--- config.mk ---
export PLATFORM = sky130hd
export DESIGN_NAME = fpu_div
export DESIGN_NICKNAME = d
export VERILOG_FILES = /design/src/rtl/fpu_div.sv
export SDC_FILE = /design/constraint.sdc
export NUM_CORES = 1
export LEC_CHECK = 0
export BUFFER_PORTS_ARGS = -buffer_cell sky130_fd_sc_hd__buf_2
export CAP_MARGIN = 20
export CORE_UTILIZATION = 60
export DETAILED_ROUTE_END_ITERATION = 10
export PLACE_DENSITY_LB_ADDON = 0.2
export SLEW_MARGIN = 20
export SYNTH_ARGS = -nofsm -noshare
export SYNTH_HDL_FRONTEND = slang
export SYNTH_SLANG_ARGS = --single-unit
--- constraint.sdc ---
create_clock -name clk -period 14.2 [get_ports clk]
set_clock_uncertainty 0.05 [all_clocks]
set_input_delay 2.13 -clock clk [delete_from_list [all_inputs] [get_ports clk]]
set_output_delay 2.13 -clock clk [all_outputs]
set_load 0.02 [all_outputs]
--- src/rtl/fpu_div.sv ---
// ---------------------------------------------------------------------------
// fpu_div -- iterative single-precision floating-point divider
//
// Radix-2 restoring divider. Subnormal operands are pre-normalised first.
// The result is a 35-bit unrounded intermediate that goes to the shared FPU
// rounding/packing logic.
//
// Optional build macro: FPU_DIV_EARLY_TERM_EN
//   defined   : DIV stops at the first step whose updated remainder is zero
//               (the result is bit-identical, latency varies)
//   undefined : DIV always runs all 27 quotient steps
//
// Ports
//   clk                  clock
//   rst                  synchronous active-high reset
//   opa, opb [31:0]      dividend / divisor (IEEE-754 single), taken on new_input
//   new_input            start pulse; also aborts an operation in progress
//   subn_fl_a/b          operand is subnormal
//   z_fl_a/b             operand is +-0
//   inf_fl_a/b           operand is +-inf
//   nan_fl               either operand is NaN
//   out [34:0]           {sign, exp[7:0], frac[22:0], G, R, S}, registered
//   busy                 new_input OR unit not idle
// ---------------------------------------------------------------------------
module fpu_div (
   input  logic        clk,
   input  logic        rst,
   input  logic [31:0] opa,
   input  logic [31:0] opb,
   input  logic        new_input,
   input  logic        subn_fl_a,
   input  logic        subn_fl_b,
   input  logic        z_fl_a,
   input  logic        z_fl_b,
   input  logic        inf_fl_a,
   input  logic        inf_fl_b,
   input  logic        nan_fl,
   output logic [34:0] out,
   output logic        busy
);

   typedef enum logic [1:0] {
      S_IDLE = 2'd0,
      S_NORM = 2'd1,
      S_DIV  = 2'd2
   } state_t;

   localparam logic [4:0] LAST_STEP = 5'd26;

   // ------------------------------------------------------------------
   // Registers
   // ------------------------------------------------------------------
   state_t      r_state;
   logic        r_sign;
   logic [23:0] r_ma;      // dividend mantissa (used while normalising)
   logic [23:0] r_mb;      // divisor mantissa
   logic [9:0]  r_exp;     // signed working exponent
   logic [24:0] r_rem;     // partial remainder
   logic [25:0] r_q;       // quotient bits collected so far
   logic [4:0]  r_step;    // DIV step index, 0..26
   logic [34:0] r_out;

   assign out  = r_out;
   assign busy = new_input | (r_state != S_IDLE);

   // ------------------------------------------------------------------
   // Capture-side decode
   // ------------------------------------------------------------------
   logic [23:0] w_ma_cap;
   logic [23:0] w_mb_cap;
   logic [7:0]  w_ea_cap;
   logic [7:0]  w_eb_cap;
   logic [9:0]  w_exp_cap;
   logic        w_sign_cap;
   logic        w_special;
   logic [34:0] w_special_out;

   // A subnormal has no hidden bit and behaves as if its exponent field were 1.
   assign w_ma_cap   = {~subn_fl_a, opa[22:0]};
   assign w_mb_cap   = {~subn_fl_b, opb[22:0]};
   assign w_ea_cap   = subn_fl_a ? 8'd1 : opa[30:23];
   assign w_eb_cap   = subn_fl_b ? 8'd1 : opb[30:23];
   assign w_exp_cap  = {2'b00, w_ea_cap} - {2'b00, w_eb_cap} + 10'd127;
   assign w_sign_cap = opa[31] ^ opb[31];

   // NOTE: every output of a combinational block gets a default first, so no
   // path through the if/else chain can leave it unassigned and infer a latch.
   always_comb begin
      w_special     = 1'b1;
      w_special_out = '0;
      if (nan_fl) begin
         // Propagate the NaN-side operand: the one with the larger magnitude.
         if (opa[30:0] >= opb[30:0])
            w_special_out = {opa, 3'b000};
         else
            w_special_out = {opb, 3'b000};
      end else if ((z_fl_a & z_fl_b) | (inf_fl_a & inf_fl_b)) begin
         w_special_out = {1'b0, 9'h1ff, 22'h1, 3'b000};
      end else if (z_fl_b | inf_fl_a) begin
         w_special_out = {w_sign_cap, 8'hff, 26'h0};
      end else if (z_fl_a | inf_fl_b) begin
         w_special_out = {w_sign_cap, 34'h0};
      end else begin
         w_special = 1'b0;
      end
   end

   // ------------------------------------------------------------------
   // Pre-normalisation step
   // ------------------------------------------------------------------
   logic [23:0] w_ma_sh;
   logic [23:0] w_mb_sh;
   logic [9:0]  w_exp_norm;
   logic        w_norm_done;

   assign w_ma_sh     = r_ma[23] ? r_ma : {r_ma[22:0], 1'b0};
   assign w_mb_sh     = r_mb[23] ? r_mb : {r_mb[22:0], 1'b0};
   // Shifting the divisor up makes the quotient smaller, so e rises; the
   // dividend shift works the other way.
   assign w_exp_norm  = r_exp + {9'd0, ~r_mb[23]} - {9'd0, ~r_ma[23]};
   assign w_norm_done = w_ma_sh[23] & w_mb_sh[23];

   // ------------------------------------------------------------------
   // Restoring division step
   // ------------------------------------------------------------------
   logic        w_qbit;
   logic [24:0] w_diff;
   logic [24:0] w_rem_sel;
   logic [24:0] w_rem_next;
   logic [26:0] w_q_next;
   logic [26:0] w_q_fin;
   logic        w_div_done;

   assign w_qbit     = (r_rem >= {1'b0, r_mb});
   assign w_diff     = r_rem - {1'b0, r_mb};
   assign w_rem_sel  = w_qbit ? w_diff : r_rem;
   // After a restoring step the remainder is below mb < 2^24, so the bit
   // dropped by this shift is always zero.
   assign w_rem_next = {w_rem_sel[23:0], 1'b0};
   assign w_q_next   = {r_q, w_qbit};

`ifdef FPU_DIV_EARLY_TERM_EN
   // Exact quotient found: all remaining quotient bits are zero, so align
   // the bits found so far as if the remaining steps had run.
   assign w_div_done = (r_step == LAST_STEP) || (w_rem_next == 25'd0);
   assign w_q_fin    = w_q_next << (LAST_STEP - r_step);
`else
   assign w_div_done = (r_step == LAST_STEP);
   assign w_q_fin    = w_q_next;
`endif

   // ------------------------------------------------------------------
   // Finish: align quotient, handle range limits, build the intermediate
   // ------------------------------------------------------------------
   logic [25:0] w_sig;
   logic        w_stk;
   logic [9:0]  w_exp_fin;
   logic [9:0]  w_shamt;
   logic [50:0] w_wide;
   logic [34:0] w_fin_out;

   always_comb begin
      if (w_q_fin[26]) begin
         w_sig     = w_q_fin[26:1];
         w_stk     = w_q_fin[0] | (w_rem_next != 25'd0);
         w_exp_fin = r_exp;
      end else begin
         w_sig     = w_q_fin[25:0];
         w_stk     = (w_rem_next != 25'd0);
         w_exp_fin = r_exp - 10'd1;
      end

      // Denormalising shift by (1 - e). The pre-shifted base {sig, 25'b0}
      // already carries one position, so the variable shift is just -e.
      // Bits [50:26] are the surviving significand minus its (now zero)
      // hidden position, bits [25:0] are what fell off into the sticky.
      w_shamt = 10'd0 - w_exp_fin;
      w_wide  = {w_sig, 25'd0} >> w_shamt;

      if ($signed(w_exp_fin) > 10'sd254)
         w_fin_out = {r_sign, 8'hff, 26'h0};
      else if ($signed(w_exp_fin) < -10'sd25)
         w_fin_out = {r_sign, 8'h00, 25'h0, 1'b1};
      else if ($signed(w_exp_fin) < 10'sd1)
         w_fin_out = {r_sign, 8'h00, w_wide[50:26], w_stk | (w_wide[25:0] != 26'd0)};
      else
         w_fin_out = {r_sign, w_exp_fin[7:0], w_sig[24:0], w_stk};
   end

   // ------------------------------------------------------------------
   // Control FSM and datapath registers
   // ------------------------------------------------------------------
   // NOTE: sequential state uses non-blocking assignments only, so every
   // register samples the pre-edge value of every other register.
   always_ff @(posedge clk) begin
      if (rst) begin
         // NOTE: the datapath is small, so every register (not just the
         // state) is cleared; out is then defined as zero after reset.
         r_state <= S_IDLE;
         r_sign  <= 1'b0;
         r_ma    <= '0;
         r_mb    <= '0;
         r_exp   <= '0;
         r_rem   <= '0;
         r_q     <= '0;
         r_step  <= '0;
         r_out   <= '0;
      end else if (new_input) begin
         // Capture wins in every state, aborting any operation in flight.
         r_sign <= w_sign_cap;
         if (w_special) begin
            r_out   <= w_special_out;
            r_state <= S_IDLE;
         end else begin
            r_ma    <= w_ma_cap;
            r_mb    <= w_mb_cap;
            r_exp   <= w_exp_cap;
            r_rem   <= {1'b0, w_ma_cap};
            r_q     <= '0;
            r_step  <= '0;
            r_state <= (w_ma_cap[23] & w_mb_cap[23]) ? S_DIV : S_NORM;
         end
      end else begin
         case (r_state)
            S_NORM: begin
               r_ma  <= w_ma_sh;
               r_mb  <= w_mb_sh;
               r_exp <= w_exp_norm;
               r_rem <= {1'b0, w_ma_sh};
               if (w_norm_done)
                  r_state <= S_DIV;
            end
            S_DIV: begin
               r_rem  <= w_rem_next;
               r_q    <= w_q_next[25:0];
               r_step <= r_step + 5'd1;
               if (w_div_done) begin
                  r_out   <= w_fin_out;
                  r_state <= S_IDLE;
               end
            end
            default: begin
               r_state <= S_IDLE;
            end
         endcase
      end
   end

endmodule

==> After elaboration in Yosys (flattened, before gate mapping) <==
Index checks and enable logic that the tools add are counted.
{ "classes": {"n_addsub": 8, "order_cmp": 5, "eq_ne": 8, "shift": 1, "mux": 48, "bitwise": 15, "reduce_logical": 13} }
{ "ops": {"columns": ["op", "n"], "rows": [
  ["35-bit 2-to-1 mux", 9],
  ["24-bit 2-to-1 mux", 9],
  ["26-bit 2-to-1 mux", 4],
  ["34-bit 2-to-1 mux", 3],
  ["51-bit by 10-bit >> shifter with 51-bit output", 1],
  ["25-bit 2-to-1 mux", 2],
  ["25-bit case mux with 2 select lines", 1],
  ["10-bit 2-to-1 mux", 4],
  ["31-bit greater-or-equal comparator", 1],
  ["26-bit nonzero test", 1],
  ["25-bit by 24-bit greater-or-equal comparator with 1-bit output", 1],
  ["25-bit nonzero test", 1],
  ["24-bit subtractor", 1],
  ["8-bit 2-to-1 mux", 2],
  ["5-bit 2-to-1 mux", 3],
  ["10-bit by 1-bit adder with 10-bit output", 1],
  ["9-bit by 8-bit adder with 10-bit output (second input constant)", 1],
  ["10-bit by 9-bit > comparator with 1-bit output (second input constant)", 1],
  ["10-bit by 2-bit less-than comparator with 1-bit output (second input constant)", 1],
  ["10-bit by 6-bit less-than comparator with 1-bit output (second input constant)", 1],
  ["2-bit 2-to-1 mux", 5],
  ["1-bit by 10-bit subtractor with 10-bit output (first input constant)", 1],
  ["10-bit by 1-bit subtractor with 10-bit output", 1],
  ["10-bit by 1-bit subtractor with 10-bit output (second input constant)", 1],
  ["other kinds (18)", 42]
]} }
{ "word_totals": {"regBits": 152, "out_inout_bits": 36} }

==> Logic depth before layout (Yosys ltp) <==
{ "logic_depth": {"ltp_word": 12, "ltp_mapped": 20} }

==> Worst setup path before layout <==
OpenSTA, ideal clock, no wires.
{ "synth_timing": {"kind": "input-to-output", "startpoint": "input new_input", "endpoint": "output busy", "arrival_ns": 3.154, "slack_ns": 8.866, "path_stages": 4, "path_buffers": 3, "cell_sequence": "clkbuf_1 -> clkbuf_1 -> clkbuf_1 -> or3_1"} }
{ "synth_via": {"elab_chain_cells": 1} }
{ "synth_rtl": {"columns": ["element", "line", "rtl"], "rows": [
  ["start, declared", "30", "input logic new_input,"],
  ["1-bit bitwise OR", "64", "assign busy = new_input | (r_state != S_IDLE);"],
  ["end, declared", "39", "output logic busy"]
]} }
No other way between the ends.

==> Worst setup path after layout <==
{ "layout_timing": {"startpoint": "input opb[13]", "endpoint": "register r_out[33], in the netlist out[33]"} }
{ "layout_via": {"elab_chain_cells": 5} }
{ "layout_rtl": {"columns": ["element", "line", "rtl"], "rows": [
  ["start, declared", "29", "input logic [31:0] opb,"],
  ["31-bit greater-or-equal comparator", "93", "if (opa[30:0] >= opb[30:0])"],
  ["35-bit 2-to-1 mux", "93", null],
  ["35-bit 2-to-1 mux", "91", "if (nan_fl) begin"],
  ["35-bit 2-to-1 mux", "211", "if (w_special) begin"],
  ["35-bit 2-to-1 mux", "208", "end else if (new_input) begin"],
  ["end signal, assigned", "212", "r_out <= w_special_out;"],
  ["end signal, assigned", "238", "r_out <= w_fin_out;"],
  ["end, declared", "61", "logic [34:0] r_out;"]
]} }
No other way between the ends. The select of a mux whose other input is x is not followed.
A chain may end at the register's enable or synchronous reset.

==> run metrics <==
outcome=finished clean; Die ar.=0.0241 mm²; synthesized area per cell=7.56 µm²; Leak=0.00609 µW; Worst path slowest cell=a2111oi_0; Root Driver=clkbuf_16; total CTS buffers=17; number of global-route vias before repair=13600; WL met1=21800 µm; I/O pin total=110; ys flop type=dfxtp_1; residual DRC count=0; R2R depth=15; final WL=49700 µm; Min Clock Period, post-route=5510 ps; YS warnings=0; RR Startpoint=r_q[25]; CTS tree=done; Reg2Reg Setup Slack=9120 ps; CTS clk-pin slew, worst paths=80 ps; Max rail drop VDD=0.0558 mV; Worst Max-Slew Pin Slew=1150 ps; fill count=2012; top layer reached by signal wires=met5; hold_sp=out[34]; metal2 WL=20800 µm; Hold Path End=out[34]; final instance area=0.0154 mm²; Worst Setup Path Type=input port to flip-flop; vias per std cell=6.72; Seq/Total Area, Yosys=21.6%; met3 routed WL=5050 µm; mapped cell area=0.0141 mm²; DR WL/cell=22.5 µm; EDFF count, synth=0; core region area=0.0228 mm²; Post-synth ARST share=0%; CP peak stage delay=950 ps; RD Place Congestion=0.990; Req. time, crit path=14430 ps; Reg2Reg Capture Point=out[0]; GR Util All Layers=41.4%; syn_nets=2029; die height=155 µm; min-delay worst type=flip-flop to flip-flop; Multi-input gate area=0.0102 mm²; synthesized flop and latch total=152; CTS sink count=152; placed cell count=2175; Initial Util=61.6%; H-tree Lvls=4; Finished Layout Cells=2210; Setup Viol. Count Final=0; initial antenna violation count=2; fmax=182 MHz; worst path cell trace=buf_2, inv_1, ha_1, a2111oi_0, o21ai_0, a21oi_1, a21oi_1, a211o_1, nor2_4, buf_12, mux2_2, o211ai_1, a211oi_1; GR Overflow Total=0; Die Wd=155 µm; CP most frequent cell=a21oi_1; post-route ant nets=0; number of I/O port buffers=109; worst hold margin=420 ps; Fin Setup TNS=0 ps; post-synthesis cell count=1861; area growth from synthesis to layout=9.49%; Yosys cell types=83; Pwr per Cell Area=86.0 mW/mm²; largest net degree at the start of global routing=82; Final Cycle Share=38.8%; final-report hold violation count=0; slew margin rel.=23.0%; Via Count=14900; first-iteration detailed-routing DRC count=1648; CP startpoint kind=input port; Layout Utilization=67.4%; placed instance area=0.0147 mm²; Clock Tree Buf Depth=2; RSZ-0062 raised after global routing=no; # rows=55; Initial DRT Pass Iterations=6; HPWL after detailed placement=36000 µm; CP Max Fanout=21; CP Capture Type=flip-flop; hold path depth=2; Worst-Skew Late Latency=450 ps; Hold Buf Count CTS=0; first-pass GRT wire length=77200 µm; CP arrival=5740 ps; sequential cell area=0.00305 mm²; Final nets=2051; fraction of layout cells with a size suffix above 1=13.2%; Setup Buffers After CTS=0; Post-CTS Resized=0; Max Slew Vio Count=0; Max Cap Viol=0
cell usage after synthesis, types with 21 or more instances:
master / n / share of area, %
a211oi_1: 85 / 4.5
nand3_1: 63 / 2.2
mux2_2: 36 / 2.9
xnor2_1: 31 / 1.9
nor2b_1: 24 / 1.1
mux2i_1: 102 / 7.3
nand2_1: 135 / 3.6
a21o_1: 21 / 1.1
clkbuf_1: 101 / 2.7
inv_1: 109 / 2.9
a21oi_1: 148 / 5.3
xor2_1: 21 / 1.3
o21ai_0: 67 / 2.4
nor2_1: 212 / 5.7
o211ai_1: 24 / 1.3
nor3_1: 76 / 2.7
ha_1: 91 / 8.1
dfxtp_1: 152 / 22
per-layer routing:
layer	vias to the layer above	global-route usage, %
met3	147	7.97
met1	6950	58.5
met2	848	61.3
li1	6907	-
met4	4	16.8
met5	-	0
state kept, by name, indices dropped and copies added, names as in the netlist:
signal,count
r_state,2
r_q,26
r_ma,24
r_mb,24
r_sign,1
r_step,5
out,35
r_exp,10
r_rem,25
critical path, delay by kind of cell:
family	cells	cell delay (ps)
compound gates	7	2060
simple gates	1	460
buf+inv	3	420
mux	1	350
fa+ha+maj	1	290
cells by family after synthesis:
logic type / Yosys count / share of synthesized area, %
and+or+nand+nor: 615 / 20.3
buffers and inverters: 242 / 6.60
xor gates and xnor gates: 54 / 3.56
muxes: 152 / 12.4
DFF: 152 / 21.6
AOI/OAI and AO/OA: 551 / 26.9
adders and majority gates: 95 / 8.59
placed cells by master, fill, tap and decap left out, drive strengths merged, types with 24 or more instances in the layout:
cell	instances
dfxtp	152
xnor2	31
mux2i	102
buf	134
o21ai	72
nor2b	24
a21oi	151
o211ai	24
ha	91
nor3	77
a211oi	85
inv	118
mux2	36
nor2	212
nand3	63
nand2	135
through the flow:
stage | setup slack [ps] | total power (µW)
finish | 8690 | 1320
floorplan | 8870 | 719
detailed placement | 8390 | 842
global route | 8680 | 1370
CTS | 8820 | 1310
global placement | 8200 | 837
final cells by class:
| class | instances | area share [%] |
|---|---|---|
| timing repair buffer | 134 | 5.08 |
| antenna | 1 | 0.0162 |
| sequential | 152 | 19.8 |
| inverter | 111 | 2.70 |
| multi-input combinational | 1467 | 66.0 |
| tap | 313 | 2.54 |
| clock inverter | 15 | 1.13 |
| clock buffer | 17 | 2.76 |
how the worst max path moves through the flow:
stage              start   endpoint  slack [ps]
2_1_floorplan  new_input       busy        8870
3_3_place_gp     opa[13]    out[33]        8200
3_5_place_dp   new_input  r_rem[21]        8390
4_1_cts        new_input  r_rem[21]        8820
5_1_grt          opb[13]    out[33]        8680
6_report         opb[13]    out[33]        8690
power breakdown:
part / switching [µW] / internal, µW / leakage, µW
registers: 13.2 / 438 / 0.00123
clock network: 238 / 238 / 0.000293
logic: 257 / 140 / 0.00456
No activity file was read; power rests on OpenSTA's default activity.
